### src/rtl/music_box_pkg.sv
// music_box_pkg: shared types and constants for the music box audio path.
package music_box_pkg;
  typedef enum logic [2:0] {IDLE, FETCH, LOAD, PLAY, WAIT_ZERO, GAP} note_seq_state_t;
  typedef struct packed {
    logic [13:0] freq;
    logic [7:0]  amp;
    logic [7:0]  dur;
  } note_word_t;
  localparam int FS_HZ = 32000;
  localparam int DEFAULT_TICK_DIV = FS_HZ / 1000;
endpackage

### src/rtl/ms_tick_gen.sv
// ms_tick_gen: counts TICK_DIV enabled cycles and emits a one-cycle tick; clr restarts the count.
module ms_tick_gen #(
  parameter int TICK_DIV = 32
)(
  input  logic clk,
  input  logic rst_n,
  input  logic en,
  input  logic clr,
  output logic tick
);
  localparam int W = TICK_DIV > 1 ? $clog2(TICK_DIV) : 1;
  localparam logic [W-1:0] LAST = W'(TICK_DIV - 1);
  logic [W-1:0] cnt_q, cnt_d;
  assign tick = en && cnt_q == LAST;
  always_comb cnt_d = (clr || tick) ? '0 : en ? cnt_q + W'(1) : cnt_q;
  always_ff @(posedge clk or negedge rst_n)
    if (!rst_n) cnt_q <= '0;
    else cnt_q <= cnt_d;
endmodule

### src/rtl/note_sequencer.sv
// note_sequencer: plays a note ROM through one tone generator with an articulation gap per note.
// Define NOTE_SEQ_ZERO_SYNC_EN to hold each note until the generator reports a phase-zero crossing.
module note_sequencer
  import music_box_pkg::*;
#(
  parameter int NOTE_COUNT = 32,
  parameter int TICK_DIV   = DEFAULT_TICK_DIV,
  parameter int GAP_CYCLES = 32,
  parameter int ZS_TIMEOUT = 320
)(
  input  logic                          CLK_32KHz,
  input  logic                          reset_n,
  input  logic                          start,
  input  logic                          stop,
  input  logic                          loop_en,
  output logic [$clog2(NOTE_COUNT)-1:0] rom_addr,
  input  logic [29:0]                   rom_data,
  input  logic                          indexZero,
  output logic [13:0]                   outputFrequency,
  output logic [7:0]                    outputAmplitude,
  output logic                          note_strobe,
  output logic                          busy,
  output logic                          done
);
  localparam int AW = $clog2(NOTE_COUNT);
  localparam int CW = $clog2((ZS_TIMEOUT > GAP_CYCLES ? ZS_TIMEOUT : GAP_CYCLES) + 1);
  localparam logic [AW-1:0] ADDR_LAST = AW'(NOTE_COUNT - 1);
  localparam logic [CW-1:0] GAP_LAST = CW'(GAP_CYCLES - 1);
  note_seq_state_t state_q, state_d;
  logic [AW-1:0] addr_q, addr_d;
  logic [13:0] freq_q, freq_d;
  logic [7:0] amp_q, amp_d, units_q, units_d;
  logic [CW-1:0] cnt_q, cnt_d;
  logic strobe_q, strobe_d, busy_q, busy_d, done_q, done_d, tick, end_song;
  note_word_t word;
  assign word = note_word_t'(rom_data);
`ifdef NOTE_SEQ_ZERO_SYNC_EN
  localparam logic [CW-1:0] ZS_LAST = CW'(ZS_TIMEOUT - 1);
`else
  logic unused_index_zero;
  assign unused_index_zero = indexZero;
`endif
  ms_tick_gen #(.TICK_DIV(TICK_DIV)) u_tick (
    .clk(CLK_32KHz), .rst_n(reset_n), .en(state_q == PLAY), .clr(state_q != PLAY), .tick(tick)
  );
  always_comb begin
    state_d = state_q;
    addr_d = addr_q;
    freq_d = freq_q;
    amp_d = amp_q;
    units_d = units_q;
    cnt_d = '0;
    strobe_d = 1'b0;
    done_d = 1'b0;
    end_song = 1'b0;
    case (state_q)
      IDLE: if (start) begin
        state_d = FETCH;
        addr_d = '0;
      end
      FETCH: state_d = LOAD;
      LOAD: if (word.dur == 8'd0) end_song = 1'b1;
      else begin
        freq_d = word.freq;
        amp_d = word.freq == 14'd0 ? 8'd0 : word.amp;
        units_d = word.dur;
        strobe_d = 1'b1;
        state_d = PLAY;
      end
      PLAY: if (tick) begin
        units_d = units_q - 8'd1;
        if (units_q == 8'd1) begin
`ifdef NOTE_SEQ_ZERO_SYNC_EN
          state_d = WAIT_ZERO;
`else
          state_d = GAP;
          amp_d = '0;
`endif
        end
      end
`ifdef NOTE_SEQ_ZERO_SYNC_EN
      WAIT_ZERO: if (indexZero || cnt_q == ZS_LAST) begin
        state_d = GAP;
        amp_d = '0;
      end else cnt_d = cnt_q + CW'(1);
`endif
      GAP: if (cnt_q != GAP_LAST) cnt_d = cnt_q + CW'(1);
      else if (addr_q == ADDR_LAST) end_song = 1'b1;
      else begin
        addr_d = addr_q + AW'(1);
        state_d = FETCH;
      end
      default: state_d = IDLE;
    endcase
    if (end_song) begin
      addr_d = '0;
      state_d = loop_en ? FETCH : IDLE;
      done_d = !loop_en;
    end
    // stop overrides everything, including a same-cycle start or song end
    if (stop || state_d == IDLE) begin
      state_d = IDLE;
      addr_d = '0;
      freq_d = '0;
      amp_d = '0;
      units_d = '0;
      cnt_d = '0;
      strobe_d = 1'b0;
      done_d = done_d & ~stop;
    end
    busy_d = state_d != IDLE;
  end
  always_ff @(posedge CLK_32KHz or negedge reset_n)
    if (!reset_n) begin
      state_q <= IDLE;
      addr_q <= '0;
      freq_q <= '0;
      amp_q <= '0;
      units_q <= '0;
      cnt_q <= '0;
      strobe_q <= 1'b0;
      busy_q <= 1'b0;
      done_q <= 1'b0;
    end else begin
      state_q <= state_d;
      addr_q <= addr_d;
      freq_q <= freq_d;
      amp_q <= amp_d;
      units_q <= units_d;
      cnt_q <= cnt_d;
      strobe_q <= strobe_d;
      busy_q <= busy_d;
      done_q <= done_d;
    end
  assign rom_addr = addr_q;
  assign outputFrequency = freq_q;
  assign outputAmplitude = amp_q;
  assign note_strobe = strobe_q;
  assign busy = busy_q;
  assign done = done_q;
endmodule

### config.mk
export PLATFORM = sky130hd
export DESIGN_NAME = note_sequencer
export DESIGN_NICKNAME = d
export VERILOG_FILES = /design/src/rtl/music_box_pkg.sv /design/src/rtl/ms_tick_gen.sv /design/src/rtl/note_sequencer.sv
export SDC_FILE = /design/constraint.sdc
export NUM_CORES = 1
export LEC_CHECK = 0
export CAP_MARGIN = 20
export CORE_ASPECT_RATIO = 0.7
export CORE_MARGIN = 4
export CORE_UTILIZATION = 31
export DETAILED_ROUTE_END_ITERATION = 16
export DONT_BUFFER_PORTS = 1
export GPL_TIMING_DRIVEN = 0
export PLACE_DENSITY = 0.52
export SLEW_MARGIN = 20
export SYNTH_ARGS = -nofsm -noshare
export SYNTH_HDL_FRONTEND = slang
export SYNTH_SLANG_ARGS = --single-unit
### constraint.sdc
create_clock -name CLK_32KHz -period 2.4 [get_ports CLK_32KHz]
set_input_delay 0.24 -clock CLK_32KHz [delete_from_list [all_inputs] [get_ports CLK_32KHz]]
set_output_delay 0.24 -clock CLK_32KHz [all_outputs]
set_load 0.005 [all_outputs]
==> flow_metrics.env, run 1 <==
export IMPL_synth_cells_most_frequent="dfrtp_1 (55), nand2_1 (40), nor2_1 (38)"
export IMPL_fin_util_pct=37.6
export IMPL_post_route_period_util_pct=95.8
export IMPL_cp_max_fo=5
export IMPL_slew_headroom_pct=47.6
export IMPL_timing_rr_end="units_q[3]"
export IMPL_grt_pass1_wl_um=11500
export IMPL_grt_start_max_net_pins=56
export IMPL_drc=0
export IMPL_setup_viol=0
export IMPL_worst_r2r_path_depth=10
export IMPL_seqPwrFrac_pct=49.1
export IMPL_fin_crit_ns=2.30
export IMPL_core_area_um2=9140
export IMPL_hold_start="rom_data[19]"
export IMPL_syn_to_final_growth_pct=17.5
export IMPL_yosysMostFrequentCell="dfrtp_1"
export IMPL_worst_pin_slew_ns=0.786
export IMPL_grt_total_usage_pct=13.4
export IMPL_multi_input_area_um2=1500
export IMPL_drt_total_wl_um=7370
export IMPL_first_pass_iters=4
export IMPL_status="completed"
export IMPL_clock_path_buffers=2
export IMPL_power_switching_mw=0.546
export IMPL_clk_latency_ns=0.30
export IMPL_cts_tree="built"
export IMPL_layout_drive_gt1_share_pct=19.4
export IMPL_syn_num_nets=342
export IMPL_clkTransAtPathRegs_ns=0.07
export IMPL_die_h_um=89.3
export IMPL_syn_inst=299
export IMPL_fmax_ghz=0.435
export IMPL_finalMaxSlewViolations=0
export IMPL_synthFlopType="dfrtp_1"
export IMPL_ys_seq_area_share_pct=47.0
export IMPL_start_kind="register"
export IMPL_power_density_nw_per_um2=580
export IMPL_ir_worst_vdd_v=0.000266
export IMPL_root_buffer="clkbuf_16"
export IMPL_cp_required_ns=2.54
export IMPL_async_flop_share_pct=100
export IMPL_cts_max_level=2
export IMPL_maxCapViolations=0
export IMPL_synth_warnings=0
export IMPL_wl_per_cell_um=16.6
export IMPL_p_int_mw=1.45
export IMPL_hold_slack_ns=0.0668
export IMPL_hold_path_class="primary input to register"
export IMPL_clkSinkCount=55
export IMPL_arrival_ns=2.44
export IMPL_holdPathStages=2
export IMPL_initial_core_util_pct=32.0
export IMPL_p_leak_nw=1.34
export IMPL_finalHoldViolations=0
export IMPL_fp_dieW_um=124
export IMPL_register_area_um2=1380
export IMPL_cp_end_kind="register"
export IMPL_rows=29
export IMPL_synth_area_per_cell_um2=9.79
export IMPL_grt_pass1_vias=2204
export IMPL_route_vias_total=2296
export IMPL_swShare_pct=27.4
export IMPL_tns_ns=0
export IMPL_reg2reg_from="rom_addr[1]"
export IMPL_synth_area_top_cells="dfrtp_1 (47%), nand2_1 (5.1%), nor2_1 (4.9%)"
export IMPL_antenna_found_initial=0
export IMPL_synth_seq_cells=55
export IMPL_placement_io_buffers=0
export IMPL_antenna_left=0
export IMPL_r2r_slack_ns=0.10
export IMPL_share_clk_of_total_power_pct=37.1
export IMPL_hpwl_um=5380
export IMPL_die_area_um2=11100
export IMPL_hold_end="outputFrequency[3]"
export IMPL_synth_edff_count=0
export IMPL_final_nets=361
export IMPL_yosysTopAreaCell="dfrtp_1"
export IMPL_routabilityCongestion=0.845
export IMPL_mappedNetlistArea_um2=2930
export IMPL_ios=66
export IMPL_worstSetupPathType="register to register"
export IMPL_antennaDiodeCount=0
export IMPL_numCtsBuffers=5
export IMPL_drt_iter0_drc=155
export IMPL_final_setup_worst_slack_ns=0.102
export IMPL_final_fill_count=931
export IMPL_globalRoute_totalOverflow=0
export IMPL_pwr_share_comb_pct=13.7
export IMPL_skew_ns=0.00688
export IMPL_synth_top_area_share_pct=47.0
export IMPL_synthDistinctLibCells=56
export IMPL_place_ws_ns=-0.302
export IMPL_viasPerCell=5.18
==> layout by cell type (no fill, tap or decap), drive strengths merged, types with 8 or more instances in the layout <==
| cell type | synthesis | routed |
|---|---|---|
| a21oi | 21 | 21 |
| a22oi | 8 | 8 |
| buf | 5 | 16 |
| clkbuf | 10 | 14 |
| dfrtp | 55 | 55 |
| inv | 8 | 9 |
| nand2 | 40 | 40 |
| nand3 | 12 | 12 |
| nor2 | 38 | 38 |
| nor3 | 12 | 12 |
| nor4 | 12 | 12 |
==> final cells by class <==
class	count	share of cell area, %
inverters	8	0.873
flip-flops and latches	55	40.1
well taps	124	4.51
clock inverters	3	0.691
clock buffers	5	3.64
repair buffers	12	3.71
multi-input cells	221	43.6
plain buffers	15	2.87
==> sequential cells by signal (all words and copies together) (netlist names) <==
signal / cells
outputFrequency: 14
cnt_q: 9
outputAmplitude: 8
units_q: 8
rom_addr: 5
u_tick.cnt_q: 5
state_q: 3
busy: 1
done: 1
note_strobe: 1
==> critical path, cell delays in order (launching register included) <==
cell,delay (ns)
dfrtp_1,0.43
ha_2,0.21
and3_4,0.20
ha_4,0.15
or2b_1,0.26
nor4_4,0.18
nor3_2,0.11
o31ai_4,0.27
buf_12,0.16
buf_6,0.13
a211oi_2,0.04
==> power by group through the flow <==
stage                     logic [mW]  registers (mW)  clock network (mW)
after global placement         0.220           0.998                   0
final                          0.273           0.979               0.740
after detailed placement       0.224           0.998                   0
after floorplan                0.176           0.990                   0
after CTS                      0.268           0.980               0.764
after global routing           0.303           0.983               0.808
==> through the flow <==
step	std cells	total power [mW]	cell area (um^2)
final	443	1.99	3440
after global routing	443	2.09	3440
after CTS	437	2.01	3340
after detailed placement	423	1.22	3080
after global placement	423	1.22	3080
after floorplan	299	1.17	2930
==> metal layers <==
layer | share of wire [%] | global-route usage [%] | wire length, um | vias up
li1 | - | - | - | 1105
met1 | 47 | 19.6 | 3460 | 1126
met2 | 46 | 19.2 | 3390 | 51
met3 | 5.5 | 3.86 | 406 | 14
met4 | 1.6 | 3.98 | 117 | 0
met5 | 0 | 0 | 0 | -
==> cells by family after synthesis <==
| logic type | after synthesis | synth area share, % |
|---|---|---|
| simple gates | 145 | 27.5 |
| compound gates | 55 | 14.0 |
| flops | 55 | 47.0 |
| buf+inv | 23 | 4.15 |
| xor+xnor | 12 | 3.59 |
| fa+ha+maj | 7 | 2.99 |
| mux | 2 | 0.727 |
==> worst max path at each step <==
stage / cells after the start / startpoint / slack (ns) / end
after global placement: 10 / u_tick.cnt_q[0] / -0.31 / units_q[4]
after detailed placement: 10 / u_tick.cnt_q[0] / -0.30 / units_q[3]
after floorplan: 10 / u_tick.cnt_q[0] / 0.06 / units_q[3]
final: 10 / rom_addr[1] / 0.10 / units_q[3]
after global routing: 10 / rom_addr[1] / -0.003 / units_q[3]
after CTS: 10 / u_tick.cnt_q[0] / 0.005 / units_q[3]
==> repair_timing <==
item	4_1_cts	5_1_grt
pin swaps	2	3
cloned	1	0
hold buffers	3	0
gates resized for setup	8	12
endpoints found under the setup margin	40	32
buffers inserted	2	6
hold endpoints to repair	56	0
Power figures use the tool's default switching activity.
==> run 2, diff against run 1 <==
==> constraint.sdc (replaced) <==
create_clock -name CLK_32KHz -period 2 [get_ports CLK_32KHz]
set_input_delay 0.2 -clock CLK_32KHz [delete_from_list [all_inputs] [get_ports CLK_32KHz]]
set_output_delay 0.2 -clock CLK_32KHz [all_outputs]
set_load 0.005 [all_outputs]
==> run 2 against run 1 <==
The flow now finishes with violations (negative setup slack). Worst setup slack worse by 0.41 ns. Largest cell class unchanged. Sequential share of layout area is 2.3 points lower. Core utilization up 2.4 points. Routed wire length up 3.7%. Register-to-register slack worse by 0.41 ns.
==> flow_metrics.env, run 2 (same netlist as run 1, synthesis figures left out) <==
export IMPL_status="complete, but fails checks"
export IMPL_violations="negative setup slack"
export IMPL_clkSinkCount=55
export IMPL_p_int_mw=1.91
export IMPL_arrival_ns=2.45
export IMPL_share_clk_of_total_power_pct=40.9
export IMPL_routabilityCongestion=0.828
export IMPL_hold_path_class="primary input to register"
export IMPL_first_pass_iters=4
export IMPL_fin_area_um2=3660
export IMPL_slew_headroom_pct=45.3
export IMPL_antenna_found_initial=0
export IMPL_grt_total_usage_pct=14.3
export IMPL_holdPathStages=2
export IMPL_cts_max_level=2
export IMPL_antenna_left=0
export IMPL_final_fill_count=927
export IMPL_core_area_um2=9140
export IMPL_final_nets=374
export IMPL_start_kind="register"
export IMPL_cp_end_kind="register"
export IMPL_root_buffer="clkbuf_16"
export IMPL_initial_core_util_pct=32.0
export IMPL_cp_max_fo=5
export IMPL_post_dp_cell_area_um2=3160
export IMPL_rsz0062_at_grt="true"
export IMPL_numCtsBuffers=5
export IMPL_swShare_pct=26.1
export IMPL_seqPwrFrac_pct=45.5
export IMPL_cp_required_ns=2.14
export IMPL_die_area_um2=11100
export IMPL_maxCapViolations=0
export IMPL_power_switching_mw=0.673
export IMPL_syn_to_final_growth_pct=25.0
export IMPL_wl_per_cell_um=16.8
export IMPL_final_cell_mix="dfrtp_1 (52), nand2_1 (39), nor2_1 (38)"
export IMPL_clk_latency_ns=0.30
export IMPL_grt_start_max_net_pins=56
export IMPL_route_vias_total=2363
export IMPL_final_setup_worst_slack_ns=-0.307
export IMPL_worstSetupPathType="register to register"
export IMPL_cts_tree="built"
export IMPL_die_h_um=89.3
export IMPL_grt_pass1_vias=2313
export IMPL_post_route_period_util_pct=115
export IMPL_ios=66
export IMPL_rows=29
export IMPL_r2r_slack_ns=-0.31
export IMPL_finalHoldViolations=0
export IMPL_finalMaxSlewViolations=0
export IMPL_clkTransAtPathRegs_ns=0.08
export IMPL_skew_ns=0.00991
export IMPL_setup_worst_path_end="units_q[4]"
export IMPL_placement_io_buffers=0
export IMPL_drt_iter0_drc=149
export IMPL_antennaDiodeCount=0
export IMPL_tns_ns=-8.86
export IMPL_hold_slack_ns=0.0261
export IMPL_globalRoute_totalOverflow=0
export IMPL_drt_total_wl_um=7640
export IMPL_final_common_cell="dfrtp_1"
export IMPL_worst_pin_slew_ns=0.813
export IMPL_fin_crit_ns=2.31
export IMPL_fp_dieW_um=124
export IMPL_timing_rr_end="units_q[4]"
export IMPL_hpwl_um=5440
export IMPL_reg2reg_from="rom_addr[1]"
export IMPL_clock_path_buffers=2
export IMPL_grt_pass1_wl_um=12300
export IMPL_power_density_nw_per_um2=706
export IMPL_fmax_ghz=0.433
export IMPL_viasPerCell=5.18
export IMPL_setup_viol=35
export IMPL_pwr_share_comb_pct=13.6
export IMPL_p_leak_nw=1.42
export IMPL_largest_reg_flops=14
export IMPL_layout_drive_gt1_share_pct=27.4
export IMPL_crit_start="rom_addr[1]"
export IMPL_ir_worst_vdd_v=0.000349
export IMPL_worst_r2r_path_depth=10
export IMPL_drc=0
## run 2: changes by cell type in the layout (fill, tap and decap cells not counted), sizes merged
cell / previous run / this run
bufinv: 0 / 1
buf: 16 / 29
clkbuf: 14 / 15
clkinvlp: 2 / 0
## run 2: metrics by stage
step	instances	setup WS (ns)	total power, mW	utilization [%]
4_1_cts	446	-0.301	2.60	38.7
3_3_place_gp	423	-0.374	1.48	34.6
3_5_place_dp	423	-0.395	1.48	34.6
5_1_grt	456	-0.412	2.70	40.0
2_1_floorplan	299	-0.105	1.41	-
6_report	456	-0.307	2.58	40.0
## run 2: power by group through the flow
stage                     sequential [mW]  combinational (mW)  clock (mW)
after floorplan                      1.19               0.219           0
after global placement               1.20               0.278           0
after detailed placement             1.20               0.279           0
after CTS                            1.18               0.344        1.08
after global routing                 1.18               0.388        1.13
final                                1.18               0.350        1.06
## run 2: metal layers
layer	up-vias	part of all wire, %	track usage (%)
met5	-	0	0
met4	0	0.67	2.88
met3	7	7.6	4.24
met2	74	42	19.5
met1	1144	50	22.1
li1	1138	-	-
## run 2: how the worst min path moves through the flow
stage | startpoint | end | slack (ns)
6_report | rom_data[24] | outputFrequency[8] | 0.03
5_1_grt | rom_data[20] | outputFrequency[4] | 0.02
4_1_cts | rom_data[24] | outputFrequency[8] | 0.02
3_5_place_dp | reset_n | u_tick.cnt_q[3] | -0.09
3_3_place_gp | reset_n | u_tick.cnt_q[2] | -0.09
2_1_floorplan | reset_n | busy | -0.1
## run 2: layout make-up
| cell class | instances | area (um^2) | area share [%] |
|---|---|---|---|
| timing repair buffer | 26 | 235 | 6.43 |
| inverter | 8 | 30.0 | 0.821 |
| sequential | 55 | 1380 | 37.7 |
| clock inverter | 2 | 38.8 | 1.06 |
| clock buffer | 6 | 139 | 3.80 |
| buffer | 14 | 106 | 2.91 |
| tap | 124 | 155 | 4.24 |
| multi-input combinational | 221 | 1570 | 43.0 |
## run 2: repair_timing
action / 4_1_cts / 5_1_grt
hold endpoints to repair: 56 / 0
cloned: 1 / 0
buffers inserted: 12 / 11
hold buffers: 3 / 0
setup endpoints to repair: 48 / 48
gates resized for setup: 15 / 11
pin swaps: 5 / 6
## run 2: worst max-delay path, stage by stage, from the launching register on
cell      delay, ns
dfrtp_2        0.44
ha_4           0.15
and3_4         0.19
ha_4           0.13
or2b_1         0.26
nor4_4         0.33
nor3_4         0.10
o31ai_4        0.22
buf_6          0.16
buf_8          0.13
a211oi_2       0.04
